`src/rtl/get_signal_multi.sv`:
```
// Samples NUM_CH serial ADCs sharing SCLK/CS once per SAMPLE_PERIOD and streams the
// 12-bit results as AXI4-Stream words, one frame of NUM_CH words written atomically into a FIFO.
module get_signal_multi #(
    parameter int NUM_CH                 = 2,
    parameter int CLK_TRIG               = 2,
    parameter int SAMPLE_PERIOD          = 128,
    parameter int RAM_ADDR_WIDTH         = 3,
    parameter int SIGNED_OUT             = 0,
    parameter int C_M00_AXIS_TDATA_WIDTH = 16,
    localparam int CHW = (NUM_CH > 1) ? $clog2(NUM_CH) : 1
) (
    input  logic                                  m00_axis_aclk,
    input  logic                                  m00_axis_aresetn,
    input  logic                                  enable,
    output logic                                  m00_axis_tvalid,
    output logic [C_M00_AXIS_TDATA_WIDTH-1:0]     m00_axis_tdata,
    output logic [C_M00_AXIS_TDATA_WIDTH/8-1:0]   m00_axis_tstrb,
    output logic [CHW-1:0]                        m00_axis_tuser,
    output logic                                  m00_axis_tlast,
    input  logic                                  m00_axis_tready,
    output logic                                  spi_clock,
    output logic                                  spi_chipselect,
    input  logic [NUM_CH-1:0]                     spi_data,
    output logic                                  overflow,
    input  logic                                  clear_overflow
);

    localparam int TDW   = C_M00_AXIS_TDATA_WIDTH;
    localparam int AW    = RAM_ADDR_WIDTH;
    localparam int DEPTH = 1 << AW;
    localparam int EW    = 1 + CHW + TDW;
    localparam int TW    = (CLK_TRIG > 1) ? $clog2(CLK_TRIG) : 1;
    localparam int PW    = (SAMPLE_PERIOD > 1) ? $clog2(SAMPLE_PERIOD) : 1;

    localparam logic [TW-1:0]  TICK_LAST = TW'(CLK_TRIG - 1);
    localparam logic [PW-1:0]  CNT_LAST  = PW'(SAMPLE_PERIOD - 1);
    localparam logic [CHW-1:0] CH_LAST   = CHW'(NUM_CH - 1);

    typedef enum logic [2:0] {
        S_IDLE,
        S_SETUP,
        S_SHIFT,
        S_HOLD,
        S_PUSH
    } state_t;

    state_t           r_state, w_state_nxt;
    logic [TW-1:0]    r_tick, w_tick_nxt;
    logic [4:0]       r_half, w_half_nxt;
    logic             r_sclk, w_sclk_nxt;
    logic             r_cs, w_cs_nxt;
    logic [CHW-1:0]   r_pidx, w_pidx_nxt;
    logic             w_shift_en;
    logic             w_wr;
    logic             w_drop;

    logic [PW-1:0]    r_cnt;
    logic             w_start;
    logic             w_tick_done;

    logic [15:0]      r_shift [NUM_CH];
    logic [EW-1:0]    r_mem [DEPTH];
    logic [AW-1:0]    r_wptr, r_rptr;
    logic [AW:0]      r_count;
    logic             w_pop;
    logic [AW+1:0]    w_free;
    logic [EW-1:0]    w_word;
    logic [EW-1:0]    w_rd;
    logic             r_overflow;

    // Discards the four leading zeros; signed mode flips offset-binary into two's complement.
    function automatic logic [TDW-1:0] fmt_sample(input logic [15:0] sh);
        logic [11:0]    s;
        logic [11:0]    t;
        logic [TDW-1:0] r;
        s = sh[11:0];
        t = {~s[11], s[10:0]};
        if (SIGNED_OUT != 0) r = {{(TDW-12){t[11]}}, t};
        else                 r = {{(TDW-12){1'b0}}, s};
        return r;
    endfunction

    always_ff @(posedge m00_axis_aclk or negedge m00_axis_aresetn) begin
        if (!m00_axis_aresetn)                r_cnt <= '0;
        else if (!enable || r_cnt == CNT_LAST) r_cnt <= '0;
        else                                  r_cnt <= r_cnt + 1'b1;
    end

    assign w_start     = enable && (r_cnt == '0);
    assign w_tick_done = (r_tick == TICK_LAST);

    always_ff @(posedge m00_axis_aclk or negedge m00_axis_aresetn) begin
        if (!m00_axis_aresetn) begin
            r_state <= S_IDLE;
            r_tick  <= '0;
            r_half  <= '0;
            r_sclk  <= 1'b1;
            r_cs    <= 1'b1;
            r_pidx  <= '0;
        end else begin
            r_state <= w_state_nxt;
            r_tick  <= w_tick_nxt;
            r_half  <= w_half_nxt;
            r_sclk  <= w_sclk_nxt;
            r_cs    <= w_cs_nxt;
            r_pidx  <= w_pidx_nxt;
        end
    end

    always_comb begin
        w_state_nxt = r_state;
        w_tick_nxt  = r_tick;
        w_half_nxt  = r_half;
        w_sclk_nxt  = r_sclk;
        w_cs_nxt    = r_cs;
        w_pidx_nxt  = r_pidx;
        w_shift_en  = 1'b0;
        w_wr        = 1'b0;
        w_drop      = 1'b0;
        case (r_state)
            S_IDLE: begin
                if (w_start) begin
                    w_state_nxt = S_SETUP;
                    w_cs_nxt    = 1'b0;
                    w_tick_nxt  = '0;
                end
            end
            S_SETUP: begin
                if (w_tick_done) begin
                    w_state_nxt = S_SHIFT;
                    w_sclk_nxt  = 1'b0;
                    w_tick_nxt  = '0;
                    w_half_nxt  = '0;
                end else begin
                    w_tick_nxt = r_tick + 1'b1;
                end
            end
            S_SHIFT: begin
                // Even halves are SCLK low, odd halves high; data is captured on each rise.
                if (w_tick_done) begin
                    w_tick_nxt = '0;
                    if (r_half == 5'd31) begin
                        w_state_nxt = S_HOLD;
                        w_cs_nxt    = 1'b1;
                    end else begin
                        w_half_nxt = r_half + 1'b1;
                        w_sclk_nxt = ~r_sclk;
                        w_shift_en = ~r_sclk;
                    end
                end else begin
                    w_tick_nxt = r_tick + 1'b1;
                end
            end
            S_HOLD: begin
                if (w_tick_done) begin
                    w_state_nxt = S_PUSH;
                    w_tick_nxt  = '0;
                    w_pidx_nxt  = '0;
                end else begin
                    w_tick_nxt = r_tick + 1'b1;
                end
            end
            S_PUSH: begin
                if (r_pidx == '0 && w_free < (AW+2)'(NUM_CH)) begin
                    w_drop      = 1'b1;
                    w_state_nxt = S_IDLE;
                end else begin
                    w_wr = 1'b1;
                    if (r_pidx == CH_LAST) w_state_nxt = S_IDLE;
                    else                   w_pidx_nxt  = r_pidx + 1'b1;
                end
            end
            default: w_state_nxt = S_IDLE;
        endcase
    end

    always_ff @(posedge m00_axis_aclk) begin
        if (w_shift_en) begin
            for (int ch = 0; ch < NUM_CH; ch++) begin
                r_shift[ch] <= {r_shift[ch][14:0], spi_data[ch]};
            end
        end
    end

    // Free space includes the slot released by a pop in the same cycle.
    assign w_pop  = (r_count != '0) && m00_axis_tready;
    assign w_free = (AW+2)'(DEPTH) - (AW+2)'(r_count) + (AW+2)'(w_pop);
    assign w_word = {(r_pidx == CH_LAST), r_pidx, fmt_sample(r_shift[r_pidx])};

    always_ff @(posedge m00_axis_aclk) begin
        if (w_wr) r_mem[r_wptr] <= w_word;
    end

    always_ff @(posedge m00_axis_aclk or negedge m00_axis_aresetn) begin
        if (!m00_axis_aresetn) begin
            r_wptr  <= '0;
            r_rptr  <= '0;
            r_count <= '0;
        end else begin
            if (w_wr)  r_wptr <= r_wptr + 1'b1;
            if (w_pop) r_rptr <= r_rptr + 1'b1;
            case ({w_wr, w_pop})
                2'b10:   r_count <= r_count + 1'b1;
                2'b01:   r_count <= r_count - 1'b1;
                default: r_count <= r_count;
            endcase
        end
    end

    always_ff @(posedge m00_axis_aclk or negedge m00_axis_aresetn) begin
        if (!m00_axis_aresetn)   r_overflow <= 1'b0;
        else if (w_drop)         r_overflow <= 1'b1;
        else if (clear_overflow) r_overflow <= 1'b0;
    end

    assign w_rd            = r_mem[r_rptr];
    assign m00_axis_tvalid = (r_count != '0);
    assign m00_axis_tdata  = m00_axis_tvalid ? w_rd[TDW-1:0]   : '0;
    assign m00_axis_tuser  = m00_axis_tvalid ? w_rd[TDW +: CHW] : '0;
    assign m00_axis_tlast  = m00_axis_tvalid & w_rd[EW-1];
    assign m00_axis_tstrb  = '1;
    assign spi_clock       = r_sclk;
    assign spi_chipselect  = r_cs;
    assign overflow        = r_overflow;

endmodule

```
`config.mk`:
```
export PLATFORM = sky130hd
export DESIGN_NAME = get_signal_multi
export DESIGN_NICKNAME = d
export VERILOG_FILES = /design/src/rtl/get_signal_multi.sv
export SDC_FILE = /design/constraint.sdc
export NUM_CORES = 1
export LEC_CHECK = 0
export BUFFER_PORTS_ARGS = -buffer_cell sky130_fd_sc_hd__clkbuf_2
export CAP_MARGIN = 20
export CORE_UTILIZATION = 45
export DETAILED_ROUTE_END_ITERATION = 10
export SETUP_SLACK_MARGIN = 0.5
export SYNTH_ARGS = -nofsm -noshare
export SYNTH_HDL_FRONTEND = slang
export SYNTH_SLANG_ARGS = --single-unit
```
`constraint.sdc`:
```
create_clock -name m00_axis_aclk -period 3.4 [get_ports m00_axis_aclk]
set_input_delay 0.17 -clock m00_axis_aclk [delete_from_list [all_inputs] [get_ports m00_axis_aclk]]
set_output_delay 0.17 -clock m00_axis_aclk [all_outputs]
set_load 0.01 [all_outputs]
```
==> flow_summary.yaml <==
run_status:
  status: "complete, no violations"
timing:
  fin_crit_sh_pct: 78.2
  tns_ps: 0
  rsz0062_at_grt: "false"
  tightestPinTransition_ps: 908
  timing.final.crit_period_ps: 2660
  finalSetupViolCount: 0
  max_freq_mhz: 376
  finClkSkew_ps: 7.82
  slew_viol_final: 0
  final.setup.worst_slack_ps: 740
  slew_headroom_pct: 39.5
  finalHoldViolations: 0
die:
  initial_core_util_pct: 46.1
  die_width_microns: 124
  die_y_microns: 124
  core_area_sq_um: 14500
  die-area_sq_um: 15300
  ios: 31
  rows: 44
global_route:
  grt_max_degree: 31
  grt_pass1_wl_mm: 17.8
  grt_pass1_vias: 3345
  antenna_found_initial: 0
  grt_overflow: 0
  grtUsageTotal_pct: 16.3
synthesis:
  syn_area_sq_um: 6670
  synth_seq_cells: 158
  syn_inst: 405
  yosysSeqAreaShare_pct: 68.9
  yosys_warnings: 0
  syn_avg_cell_area_sq_um: 16.5
  yosys_most_used_dff: "edfxtp_1"
  synth_area_leaders: "edfxtp_1, dfrtp_1, mux4_2, mux2_2, mux2i_1"
  synthArstFlopShare_pct: 19.0
  synth_top_area_share_pct: 57.6
  synth_edf_count: 128
  synth_cell_types: 54
  yosysTopAreaCell: "edfxtp_1"
power_and_ir_drop:
  p_switching_mw: 2.01
  pwr-share-seq_pct: 42.7
  switching_share_pct: 31.2
  peakVddDrop_uv: 553
  p_leak_nw: 2.75
  internal_power_mw: 4.45
  pwr-share-clk_pct: 27.6
  combPwrFrac_pct: 29.7
  powerDensity_nw_per_um2: 847
setup_path:
  crit_slowest_cell: "dfrtp_2"
  cp.arrival_ps: 2940
  required_ps: 3680
  crit_type: "flip-flop to flip-flop"
  cp_common_cell: "xor2_1"
  crit_fanout: 8
  worstSetupEndpointType: "flip-flop"
  path_cells: "inv_1 -> ha_2 -> xnor2_1 -> or2_1 -> a211oi_2 -> nand2b_1 -> ha_2 -> xor2_1 -> ha_1 -> a21oi_1 -> xor2_1 -> nor2_1 -> xor2_1"
  crit_path_max_incr_delay_ps: 450
  start_kind: "flip-flop"
route:
  via_per_inst: 5.40
  dr.pass1.iters: 4
  routed-via-count: 3454
  ant_nets: 0
  initialDrtViolationCount: 200
  wire_per_inst_microns: 18.0
  finalWirelength_mm: 11.5
  drc: 0
cells_and_area:
  nNetsFinal: 461
  final_common_cell: "edfxtp_1"
  antenna_cells: 0
  final_area_sq_um: 7620
  mostFrequentLayoutCells: "edfxtp_1, nor2_1, mux4_2, dfrtp_1, clkbuf_2"
  drive_above_1_share_pct: 27.2
  area_growth_pct: 14.3
clock_tree:
  htreeDepth: 4
  worstSkewPairLatency_ps: 410
  cts_buffer_depth: 2
  cts.reportedPaths.clkPinSlew_ps: 60
  root_buffer: "clkbuf_16"
  cts_tree: "yes"
  cts_buffers: 17
  clock_sinks: 158
placement:
  dp_hpwl_mm: 7.06
  place_area_sq_um: 7010
  gp_congestion: 0.779
  port_buffers: 24
  dp_slack_ps: 519
flow_run:
  cap_viol_max_count: 0
worst_hold_path:
  hp-class: "input port to flip-flop"
-- cell families after synthesis --
group	share of synthesized area, %
compound gates	3.38
xor+xnor	1.84
fa+ha+maj	1.88
buf+inv	3.11
flops	68.9
mux	13.1
other cells	0.113
simple gates	7.63
-- synth_stat cells (6+ instances only) --
cell type  instances
ha_1              10
nor2_1            33
buf_4             11
xor2_1             8
nor3_1             6
mux2_2            13
inv_1              9
mux2i_1           13
nand3_1           11
xnor2_1            6
edfxtp_1         128
mux4_2            26
buf_2              6
nand2_1           14
dfrtp_1           28
-- sequential cells by signal (all words and copies together) (netlist names) --
name	cells
r_mem	104
r_shift	24
r_cnt	7
r_half	5
r_count	4
r_rptr	3
r_state	3
r_wptr	3
overflow	1
r_pidx	1
r_tick	1
spi_chipselect	1
spi_clock	1
-- what timing repair did --
item | 4_1_cts | 5_1_grt
endpoints found under the hold margin | 30 | 0
endpoints found under the setup margin | 1 | 1
setup buffers | 0 | 2
gates cloned | 0 | 0
hold buffers | 3 | 0
gates resized for setup | 1 | 4
-- final timing paths --
kind / startpoint / cells after the start / slack [ps] / to
setup reg to reg: r_count[1] / 13 / 740 / r_count[2]
min in group asynchronous: m00_axis_aresetn / 2 / 370 / r_cnt[5]
hold reg to reg: r_shift[1][6] / 0 / 440 / r_shift[1][7]
hold / removal: enable / 2 / 30 / r_cnt[2]
setup / recovery: r_count[1] / 13 / 740 / r_count[2]
max in group asynchronous: m00_axis_aresetn / 2 / 2500 / r_count[1]
-- layer usage --
metal | part of all wire (%) | up-vias | track usage, %
met5 | 0 | - | 0
met4 | 1.3 | 0 | 7.61
li1 | - | 1615 | -
met3 | 2.9 | 13 | 3.16
met1 | 45 | 1763 | 20.6
met2 | 51 | 63 | 27.0
-- layout make-up --
type	count	area [sq um]
multi-input combinational	213	1930
fill	1189	6850
clock buffer	20	437
timing repair buffer	44	278
tap	184	230
clock inverter	11	118
sequential	158	4600
inverter	10	37.5
-- critical path: cells and delay by family, from the launching register on --
kind	cells	cell delay [ps]
AO/OA/AOI/OAI	2	380
XOR/XNOR	4	530
adder cells (fa/ha/maj)	3	610
buffers and inverters	1	70
flip-flops	1	450
AND/OR/NAND/NOR	3	500
-- stage by stage --
step | total power, mW | std cells | hold slack, ps | utilization [%]
floorplan | 4.20 | 409 | -126 | -
global placement | 4.65 | 604 | 284 | 48.4
detailed placement | 4.71 | 604 | 289 | 48.4
CTS | 6.50 | 638 | 13.3 | 52.5
global route | 6.81 | 640 | 32.8 | 52.7
finish | 6.46 | 640 | 32.9 | 52.7
-- power by group through the flow --
stage	clock [mW]	sequential (mW)	combinational [mW]
2_1_floorplan	0	2.64	1.56
3_3_place_gp	0	2.78	1.87
3_5_place_dp	0	2.79	1.91
4_1_cts	1.82	2.76	1.93
5_1_grt	1.89	2.79	2.13
6_report	1.78	2.76	1.92
Note: power is estimated with default switching activity, not from simulation.
